--- config.mk ---
export PLATFORM = sky130hd
export DESIGN_NAME = mem_port_arbiter
export DESIGN_NICKNAME = d
export VERILOG_FILES = /design/src/rtl/mem_port_arbiter.sv
export SDC_FILE = /design/constraint.sdc
export NUM_CORES = 1
export LEC_CHECK = 0
export BUFFER_PORTS_ARGS = -buffer_cell sky130_fd_sc_hd__buf_2
export CAP_MARGIN = 20
export CORE_MARGIN = 4
export CORE_UTILIZATION = 35
export DETAILED_ROUTE_END_ITERATION = 8
export PLACE_DENSITY = 0.72
export SYNTH_ARGS = -nofsm -noshare
export SYNTH_HDL_FRONTEND = slang
export SYNTH_SLANG_ARGS = --single-unit
--- constraint.sdc ---
create_clock -name clk -period 2.5 [get_ports clk]
set_clock_uncertainty 0.15 [all_clocks]
set_input_delay 0.125 -clock clk [delete_from_list [all_inputs] [get_ports clk]]
set_output_delay 0.125 -clock clk [all_outputs]
set_load 0.01 [all_outputs]
--- src/rtl/mem_port_arbiter.sv ---
// rtl/mem_port_arbiter.sv - single-port memory arbiter for IF fetch and MEM load/store
// Data access wins over fetch; each access runs BUSY -> ack -> DONE with one-cycle ready pulses.
module mem_port_arbiter #(
  parameter int ADDR_W = 32,
  parameter int DATA_W = 32
) (
  input  logic              clk,
  input  logic              rst_n,
  input  logic              if_req,
  input  logic [ADDR_W-1:0] if_addr,
  input  logic              if_flush,
  output logic [DATA_W-1:0] if_rdata,
  output logic              if_ready,
  input  logic              d_read,
  input  logic              d_write,
  input  logic [ADDR_W-1:0] d_addr,
  input  logic [DATA_W-1:0] d_wdata,
  output logic [DATA_W-1:0] d_rdata,
  output logic              d_ready,
  output logic              stall_if,
  output logic              stall_d,
  output logic              ram_req,
  output logic              ram_we,
  output logic [ADDR_W-1:0] ram_addr,
  output logic [DATA_W-1:0] ram_wdata,
  input  logic [DATA_W-1:0] ram_rdata,
  input  logic              ram_ack
);

  typedef enum logic [1:0] {IDLE, IF_BUSY, D_BUSY, DONE} state_t;

  state_t              state_q, state_d;
  logic                flushed_q, flushed_d;
  logic                ram_req_q, ram_req_d;
  logic                ram_we_q, ram_we_d;
  logic [ADDR_W-1:0]   ram_addr_q, ram_addr_d;
  logic [DATA_W-1:0]   ram_wdata_q, ram_wdata_d;
  logic [DATA_W-1:0]   if_rdata_q, if_rdata_d;
  logic [DATA_W-1:0]   d_rdata_q, d_rdata_d;
  logic                if_ready_q, if_ready_d;
  logic                d_ready_q, d_ready_d;

  always_ff @(posedge clk or negedge rst_n) begin
    if (!rst_n) begin
      state_q     <= IDLE;
      flushed_q   <= 1'b0;
      ram_req_q   <= 1'b0;
      ram_we_q    <= 1'b0;
      ram_addr_q  <= '0;
      ram_wdata_q <= '0;
      if_rdata_q  <= '0;
      d_rdata_q   <= '0;
      if_ready_q  <= 1'b0;
      d_ready_q   <= 1'b0;
    end else begin
      state_q     <= state_d;
      flushed_q   <= flushed_d;
      ram_req_q   <= ram_req_d;
      ram_we_q    <= ram_we_d;
      ram_addr_q  <= ram_addr_d;
      ram_wdata_q <= ram_wdata_d;
      if_rdata_q  <= if_rdata_d;
      d_rdata_q   <= d_rdata_d;
      if_ready_q  <= if_ready_d;
      d_ready_q   <= d_ready_d;
    end
  end

  always_comb begin
    state_d     = state_q;
    flushed_d   = flushed_q;
    ram_req_d   = ram_req_q;
    ram_we_d    = ram_we_q;
    ram_addr_d  = ram_addr_q;
    ram_wdata_d = ram_wdata_q;
    if_rdata_d  = if_rdata_q;
    d_rdata_d   = d_rdata_q;
    if_ready_d  = 1'b0;
    d_ready_d   = 1'b0;
    case (state_q)
      IDLE: begin
        if (d_read | d_write) begin
          state_d     = D_BUSY;
          ram_req_d   = 1'b1;
          ram_we_d    = d_write;
          ram_addr_d  = d_addr;
          ram_wdata_d = d_wdata;
        end else if (if_req & ~if_flush) begin
          state_d     = IF_BUSY;
          ram_req_d   = 1'b1;
          ram_we_d    = 1'b0;
          ram_addr_d  = if_addr;
          ram_wdata_d = '0;
        end
      end
      IF_BUSY: begin
        if (if_flush) flushed_d = 1'b1;
        if (ram_ack) begin
          ram_req_d = 1'b0;
          state_d   = DONE;
          // A flush seen in the ack cycle itself must also suppress the result.
          if (!(flushed_q | if_flush)) begin
            if_rdata_d = ram_rdata;
            if_ready_d = 1'b1;
          end
        end
      end
      D_BUSY: begin
        if (ram_ack) begin
          ram_req_d = 1'b0;
          state_d   = DONE;
          d_ready_d = 1'b1;
          if (!ram_we_q) d_rdata_d = ram_rdata;
        end
      end
      DONE: begin
        state_d   = IDLE;
        flushed_d = 1'b0;
      end
      default: state_d = IDLE;
    endcase
  end

  assign if_rdata  = if_rdata_q;
  assign if_ready  = if_ready_q;
  assign d_rdata   = d_rdata_q;
  assign d_ready   = d_ready_q;
  assign ram_req   = ram_req_q;
  assign ram_we    = ram_we_q;
  assign ram_addr  = ram_addr_q;
  assign ram_wdata = ram_wdata_q;
  assign stall_if  = if_req & ~if_ready_q & ~if_flush;
  assign stall_d   = (d_read | d_write) & ~d_ready_q;

endmodule

# Word level (Yosys, flattened, before mapping)

Index checks and enable logic that the tools add are counted.

Equality and inequality tests: 6
Bitwise logic cells: 11
Muxes and demuxes: 21
Reduce and logical (&&, ||, !) cells: 11

Operators with widths:

| kind               | count |
|---|---|
| $mux 32            | 4 |
| $mux 1             | 11 |
| $reduce_and 3->1   | 3 |
| $mux 2             | 3 |
| $pmux 2 s3         | 1 |
| $reduce_and 2->1   | 3 |
| $reduce_bool 2->1  | 3 |
| $not 1->1          | 5 |
| $and 1x1->1        | 4 |
| $eq 2x2->1 const B | 2 |
| $pmux 1 s2         | 2 |
| $ne 3x3->1 const B | 1 |
| $eq 2x1->1 const B | 1 |
| $logic_not 2->1    | 1 |
| $ne 2x1->1 const B | 1 |
| $ne 2x2->1 const B | 1 |
| $or 1x1->1         | 2 |
| $reduce_or 2->1    | 1 |

Bits of input ports: 135
Output and inout bits: 134
Word-level logic and storage cells: 59
Flip-flop bits (word level): 135

# Longest topological paths before layout

Gate-level depths: netlist (run 1).

Depth after elaboration: 5
Mapped depth: 6
Gate-level depth less buffers: 5

# Least setup slack after synthesis (run 1)

OpenSTA, ideal clock, no wires.

Kind: reg2reg
Start point: reg state_q[1]
End point: reg if_rdata_q[12], in the netlist if_rdata[12]
Required time: 2.225 ns
Stages on the path, launching flop included: 6
Path slack: 0.657 ns
Path buffers: 1
Setup time: 0.125 ns
Clock period less this slack: 1.843 ns
Arrival: 1.568 ns
Cell sequence: dfrtp_1 inv_1 ha_1 nor4b_4 buf_6 mux2_2

Longest elaborated chain between the ends: 2

RTL lines:

| element                           | line | source |
|---|---|---|
| start, declared                   | 32   | `state_t state_q, state_d;` |
| start signal, assigned            | 56   | `state_q <= state_d;` |
| $eq 2x1->1                        | 80   | `case (state_q)` |
| $reduce_and 3->1 (no source line) | --   |  |
| end signal, assigned              | 62   | `if_rdata_q <= if_rdata_d;` |
| end, declared                     | 38   | `logic [DATA_W-1:0] if_rdata_q, if_rdata_d;` |

No other way between the ends.
A chain may end at the register's enable or synchronous reset.

# Worst setup path in the final report (run 1)

Start point: in d_write
End point: reg ram_addr_q[17], in the netlist ram_addr[17]

Longest elaborated chain between the ends: 3
Elaborated cells on any way between the ends: 4
Those cells by class: mux: 1; bitwise: 1; reduce/logical: 2

RTL lines:

| element                            | line | source |
|---|---|---|
| start, declared                    | 15   | `input logic d_write,` |
| $or 1x1->1 (*)                     | 82   | `if (d_read \| d_write) begin` |
| $reduce_bool 2->1 (no source line) | --   |  |
| $reduce_and 2->1 (no source line)  | --   |  |
| end signal, assigned               | 60   | `ram_addr_q <= ram_addr_d;` |
| end, declared                      | 36   | `logic [ADDR_W-1:0] ram_addr_q, ram_addr_d;` |

Mark *: on every way between the ends. The rest lies on a longest branch, timed or not.

==> results.md, run 1 <==
* Post-Synth Adder-Cell Area at 0.0136
* Worst-skew pair later-pin latency at ~400 ps
* Layout cells sized above 1 at 0.567
* DR vias/cell at 4.67
* Flop and latch count out of synthesis at roughly 140
* PnR worst setup slack at between 40 and 50 ps
* CP Class: input pin to register
* Syn Nets at between 400 and 500
* Pin count of the biggest net entering global routing at 63
* Leakage dissipation at 4.38 nW
* Critical path fanouts, max at 37
* Mux cell area share after synthesis at 0.262
* CP peak stage delay at 570 ps
* Synthesized area at 5500 um^2
* Avg Inst Size Synth at between 15 and 20 um^2
* Hpwl dp at ~10,000 um
* Routed WL per cell at about 17 um
* Global Route Usage Sum at 0.183
* Hold Path Class: input pin to register
* Net Sw Power at between 3 and 4 mW
* Final net count at approximately 900
* CP Capture Type: register
* Place WS at roughly 470 ps
* Die area at around 18,000 um^2
* ANT cells at 0
* RSZ-0062 raised after global routing: false
* Initial DRC Count at about 110
* Max Cap Viol at 0
* Switching part of the total at 0.323
* Vias in the first global route at around 5,000
* Worst VDD drop at between 0.6 and 0.7 mV
* Maximum clock rate at slightly above 400 MHz
* Hold Violations, Final at 0
* DR vias at between 4,000 and 5,000
* Area growth syn-to-layout at 63.6%
* IO buf count at around 270
* Core area at 15,300 um^2
* CTS clk-pin slew, worst paths at approximately 60 ps
* Synth area leaders: dfrtp_1 61%, mux2_2 26%, a22o_1 5.3%, ha_1 1.4%, buf_2 1.1%
* Max Buffers Root-to-Sink at 2
* Post_cts resized at 0
* Setup-failing EPs final at 0
* RD Place Congestion at around 0.81
* Compound-Gate Fraction of Synth Area at 0.0668
* Post-Route WL at between 15,000 and 20,000 um
* Startpoint Class: input pin
* First-pass iteration count of the detailed router at 4
* Commonest cells after routing, fill and taps aside: 267 x buf_2, 135 x dfrtp_1, 133 x dlygate4sd3_1
* Yosys warning count at 0
* CTS root buf: clkbuf_16
* Commonest non-fill, non-tap cell in the layout: buf_2
* TritonCTS clock tree: built
* CP max-delay cell: dlygate4sd3_1
* Pint at 6.99 mW
* H-tree depth at 4
* Library cells used by synthesis at 25
* Slew @ Worst Pin at 470 ps
* Fin crit share at 0.981
* Sequential cell area fraction in the yosys report at 0.614
* Comb power frac at 0.389
* Grt ovf at 0
* Die Y at approximately 130 um
* Top delay family on crit path: buffers and inverters
* Sequential Power Share at 0.373
* Initial core utilization at 0.359
* Synth Area in Simple Gates at 0.0171
* DIE WIDTH at ~130 um
* TNS Setup at 0 ps
* Post-Synth XOR/XNOR Area at 0
* Total CTS buffers at 17
* Site Rows at between 40 and 50
* Clock share of power at 0.238
* I/O pin count at about 270
* Max Slew Vio Count at 0
* PwrDens at 1150 nW/um^2
* Clock Sinks at around 140
* Post-synth top area cell: dfrtp_1
* First-pass GRT wire length at between 20,000 and 30,000 um
* Synth top area share at 0.614
* Relative slew margins at 0.687
* Largest family of logic cells by synthesized area: multiplexers
* Data arrival, critical path at 2590 ps
* Crit path required time at 2640 ps
* Buffers and inverters on the worst path at 4
* Initial antenna violation count at 0
* Status: finished clean
* Cell breakdown of the critical path: dlygate4sd3_1, buf_2, nor2_4, buf_4, mux2_2, dlygate4sd3_1, mux2_2
* Syn Inst Count at 350
* Period minus WS final at 2450 ps
* Antenna Nets Post-Route at 0
* Residual DRC count at 0
==> logic make-up (layout without fill, tap and decap cells) <==
group,Yosys count,in the layout
AND/OR/NAND/NOR,12,12
flip-flops,135,135
multiplexers,128,128
AO/OA/AOI/OAI,44,44
buffers and inverters,25,444
adder cells (fa/ha/maj),6,6
==> final cells by class <==
cell class | instances | area [um^2]
fillers | 1192 | 6310
flip-flops and latches | 135 | 3380
repair buffers | 409 | 2760
multi-input cells | 190 | 1990
clock buffers | 24 | 502
well taps | 211 | 264
clock inverters | 7 | 92.6
inverters | 4 | 15.0
==> worst reg2reg max path, stage by stage (launching register included) <==
cell,delay (ps)
dfrtp_1,410
inv_1,100
ha_1,250
a21bo_2,220
buf_4,380
mux2_2,400
==> power groups by stage <==
| stage | sequential, mW | clock, mW | combinational [mW] |
|---|---|---|---|
| 3_3_place_gp | 3.82 | 0 | 3.72 |
| 5_1_grt | 3.97 | 2.64 | 4.33 |
| 4_1_cts | 3.84 | 2.52 | 4.03 |
| 2_1_floorplan | 4.33 | 0 | 1.74 |
| 3_5_place_dp | 3.86 | 0 | 3.85 |
| 6_report | 3.86 | 2.46 | 4.02 |
==> per-layer routing <==
metal | vias to the layer above | part of all wire | global-route usage
met4 | 0 | 0.041 | 0.0966
met3 | 49 | 0.062 | 0.0483
met1 | 2253 | 0.37 | 0.199
li1 | 2086 | - | -
met2 | 187 | 0.52 | 0.328
met5 | - | 0 | 0
==> cells in the mapped netlist <==
cell type / number
buf_6: 5
a21boi_0: 2
dfrtp_1: 135
nand2b_4: 1
ha_1: 6
a21oi_1: 3
nor2_1: 3
inv_1: 3
a2bb2oi_1: 2
mux2_2: 125
o21ai_0: 1
nand3b_1: 2
or2_2: 1
nor4b_4: 1
a32oi_1: 1
clkbuf_1: 4
and2_1: 2
a22oi_1: 1
nand3_1: 1
inv_2: 1
nand4_1: 1
buf_2: 12
mux2_1: 3
a22o_1: 33
a21bo_2: 1
==> final timing paths <==
path,depth (start not counted),from,slack [ps],end
setup / recovery,7,d_write,50,ram_addr[17]
max in group asynchronous,3,rst_n,1370,ram_wdata[6]
setup reg to reg,5,state_q[1],450,ram_addr[1]
hold / removal,4,d_read,60,state_q[1]
min in group asynchronous,2,rst_n,70,d_rdata[8]
hold reg to reg,1,if_rdata[21],340,if_rdata[21]
==> flip-flops by register name (all words and copies together), names as in the netlist <==
name / flops
if_rdata: 32
ram_req: 1
state_q: 2
d_ready: 1
if_ready: 1
ram_we: 1
flushed_q: 1
ram_wdata: 32
d_rdata: 32
ram_addr: 32
==> what timing repair did <==
action / CTS / global route
hold buffers: 133 / 0
buffers inserted: 0 / 0
endpoints found under the hold margin: 269 / 0
==> per-stage QoR <==
stage          total power, mW  instance area (um^2)  std cells  utilization  hold slack, ps
6_report                  10.3                  9000        980        0.588            56.9
5_1_grt                   10.9                  9000        980        0.588            87.0
4_1_cts                   10.4                  9000        980        0.588            31.9
3_3_place_gp              7.54                  7080        816        0.462           -84.9
2_1_floorplan             6.07                  5500        350            -            -321
3_5_place_dp              7.71                  7080        816        0.462           -80.9
Power figures use the tool's default switching activity.
==> run 2, diff against run 1 <==
--- a/config.mk
+++ b/config.mk
@@ -5,12 +5,13 @@
 export SDC_FILE = /design/constraint.sdc
 export NUM_CORES = 1
 export LEC_CHECK = 0
+export ABC_AREA = 1
 export BUFFER_PORTS_ARGS = -buffer_cell sky130_fd_sc_hd__buf_2
 export CAP_MARGIN = 20
 export CORE_MARGIN = 4
 export CORE_UTILIZATION = 35
 export DETAILED_ROUTE_END_ITERATION = 8
-export PLACE_DENSITY = 0.72
+export PLACE_DENSITY = 0.71
 export SYNTH_ARGS = -nofsm -noshare
 export SYNTH_HDL_FRONTEND = slang
 export SYNTH_SLANG_ARGS = --single-unit
==> results.md, run 2 <==
* Post-CTS Hold Buffers at 132 (was 133)
* Max Cap Viol at 0 (unchanged)
* Slew @ Worst Pin at 670 ps (was 470 ps)
* Max Slew Vio Count at 0 (unchanged)
* CTS clk-pin slew, worst paths at 60 ps (about the same)
* Hpwl dp at 11,400 um (was 10,400 um)
* Clock Sinks at 135 (unchanged)
* Post-route cell area at 9150 um^2 (was 9000 um^2)
* Top FF cell, synth: dfrtp_1 (unchanged)
* Grt ovf at 0 (unchanged)
* PnR worst setup slack at 384 ps (was 46.7 ps)
* Layout cells sized above 1 at 0.293 (was 0.567)
* TritonCTS clock tree: built (unchanged)
* Most frequent cell after synthesis: nand2_1 (was dfrtp_1)
* Placed cells at 1,131 (was 816)
* Period minus WS final at 2120 ps (was 2450 ps)
* Worst-skew pair later-pin latency at 410 ps (was 400 ps)
* Residual DRC count at 0 (unchanged)
* Initial DRC Count at 335 (was 112)
* Syn Nets at 815 (was 491)
* Relative slew margins at 0.553 (was 0.687)
* Core area at 15,900 um^2 (was 15,300 um^2)
* Fillers at 1,327 (was 1,192)
* Fin crit share at 0.846 (was 0.981)
* First-pass GRT wire length at 29,800 um (was 26,100 um)
* Final net count at 1,207 (was 898)
* Pin count of the biggest net entering global routing at 66 (was 63)
* PwrDens at 1100 nW/um^2 (was 1150 nW/um^2)
* Sequential cell area fraction in the yosys report at 0.591 (was 0.614)
* Reg2reg setup slack at 570 ps (was 450 ps)
* H-tree depth at 4 (unchanged)
* Post-synth top area cell: dfrtp_1 (unchanged)
* Worst VDD drop at 0.628 mV (was 0.636 mV)
* Data arrival, critical path at 2310 ps (was 2590 ps)
* Synth top cells by count: 275 x nand2_1, 135 x dfrtp_1, 115 x o21ai_0, 76 x inv_1, 17 x o21ai_1 (was 135 x dfrtp_1, 125 x mux2_2, 33 x a22o_1, 12 x buf_2, 6 x ha_1)
* Max Buffers Root-to-Sink at 2 (unchanged)
* CTS root buf: clkbuf_16 (unchanged)
* Flop and latch count out of synthesis at 135 (unchanged)
* Final Util at 0.574 (was 0.588)
* Area growth syn-to-layout at 60.1% (was 63.6%)
* ANT cells at 0 (unchanged)
* Dpl cell area at 7250 um^2 (was 7080 um^2)
* Total CTS buffers at 17 (unchanged)
* CP Class: input pin to register (unchanged)
* Reg-to-reg endpoint: ram_addr[8] (was ram_addr[1])
* Setup-failing EPs final at 0 (unchanged)
* Die area at 18,400 um^2 (was 17,800 um^2)
* Initial core utilization at 0.358 (was 0.359)
* Status: finished clean (unchanged)
* Global Route Usage Sum at 0.204 (was 0.183)
* DR vias at 5,969 (was 4,575)
* Site Rows at 46 (was 45)
* Post_cts resized at 0 (unchanged)
* Async set or reset register ratio after synthesis at 1.00 (unchanged)
* Startpoint Class: input pin (unchanged)
* CP Capture Type: register (unchanged)
* Synthesized area at 5710 um^2 (was 5500 um^2)
* Hold Violations, Final at 0 (unchanged)
* Crit path required time at 2690 ps (was 2640 ps)
* Syn Inst Count at 674 (was 350)
* Initial antenna violation count at 1 (was 0)
* Yosys warning count at 0 (unchanged)
* Die Y at 136 um (was 133 um)
* Vias in the first global route at 6,048 (was 5,141)
* Commonest non-fill, non-tap cell in the layout: nand2_1 (was buf_2)
* Finished Layout Cells at 1,295 (was 980)
* Maximum clock rate at 473 MHz (was 408 MHz)
* FF-to-FF Start: state_q[0] (was state_q[1])
* DR vias/cell at 4.61 (was 4.67)
* Avg Inst Size Synth at 8.48 um^2 (was 15.7 um^2)
* Number of flops mapped to enable cells by yosys at 0 (unchanged)
* Final Power at 10.0 mW (was 10.3 mW)
* Place WS at 576 ps (was 473 ps)
* First-pass iteration count of the detailed router at 4 (unchanged)
* Antenna Nets Post-Route at 0 (unchanged)
* Synth area leaders: dfrtp_1 59%, nand2_1 18%, o21ai_0 10%, inv_1 5.0%, o21ai_1 1.5% (was dfrtp_1 61%, mux2_2 26%, a22o_1 5.3%, ha_1 1.4%, buf_2 1.1%)
* TNS Setup at 0 ps (unchanged)
* Library cells used by synthesis at 15 (was 25)
* Synth top area share at 0.591 (was 0.614)
* RD Place Congestion at 0.781 (was 0.808)
* IO buf count at 268 (unchanged)
* Commonest cells after routing, fill and taps aside: 273 x nand2_1, 267 x buf_2, 135 x dfrtp_1 (was 267 x buf_2, 135 x dfrtp_1, 133 x dlygate4sd3_1)
* Post-Route WL at 18,700 um (was 16,300 um)
* DIE WIDTH at 136 um (was 133 um)
* Hold Path Class: input pin to async pin (was input pin to register)
* RSZ-0062 raised after global routing: false (unchanged)
* Critical path fanouts, max at 36 (was 37)
* I/O pin count at 269 (unchanged)
* Post-CTS Setup Bufs at 0 (unchanged)
* R2R cell count at 6 (was 5)
* WHS at 42.4 ps (was 56.9 ps)
* Leakage dissipation at 5.14 nW (was 4.38 nW)
* Routed WL per cell at 14.4 um (was 16.7 um)
[run 2: final cells by class]
cell class | instances | area, um^2 | share of cell area
inverters | 77 | 289 | 0.0316
clock buffers | 17 | 425 | 0.0465
multi-input cells | 426 | 1850 | 0.203
clock inverters | 15 | 151 | 0.0165
well taps | 216 | 270 | 0.0295
flip-flops and latches | 135 | 3380 | 0.369
repair buffers | 409 | 2780 | 0.304
[run 2: power breakdown]
group | switching [mW] | internal [mW]
Combinational | 2.25 | 1.55
Clock | 0.975 | 1.47
Sequential | 0.560 | 3.22
[run 2: kinds of logic after synthesis]
logic type / synth area share
AOI/OAI and AO/OA: 0.116
buffers and inverters: 0.0861
adders and majority gates: 0.0131
and+or+nand+nor: 0.194
DFF: 0.591
[run 2: metal layers]
layer / vias up / wire [um] / global-route usage / part of all wire
li1: 2864 / - / - / -
met1: 2787 / 7070 / 0.230 / 0.38
met2: 264 / 9410 / 0.354 / 0.50
met3: 52 / 1670 / 0.0680 / 0.089
met4: 2 / 546 / 0.0840 / 0.029
met5: - / 7 / 0 / 0.00037
[run 2: worst max-delay path by stage]
| stage | end | start | cells after the start | slack [ps] |
|---|---|---|---|---|
| 2_1_floorplan | if_rdata[10] | state_q[1] | 9 | 920 |
| 3_3_place_gp | ram_wdata[29] | d_read | 3 | 570 |
| 3_5_place_dp | ram_wdata[0] | state_q[0] | 6 | 580 |
| 4_1_cts | ram_addr[14] | d_write | 9 | 410 |
| 5_1_grt | ram_addr[14] | d_write | 9 | 280 |
| 6_report | ram_addr[5] | d_write | 9 | 380 |
[run 2: critical path, cell delays in order]
cell,delay [ps]
dlygate4sd3_1,550
buf_2,180
nor2_8,120
buf_4,380
nand2_1,130
nand2_1,90
dlygate4sd3_1,570
nand2_1,60
nand2_1,90
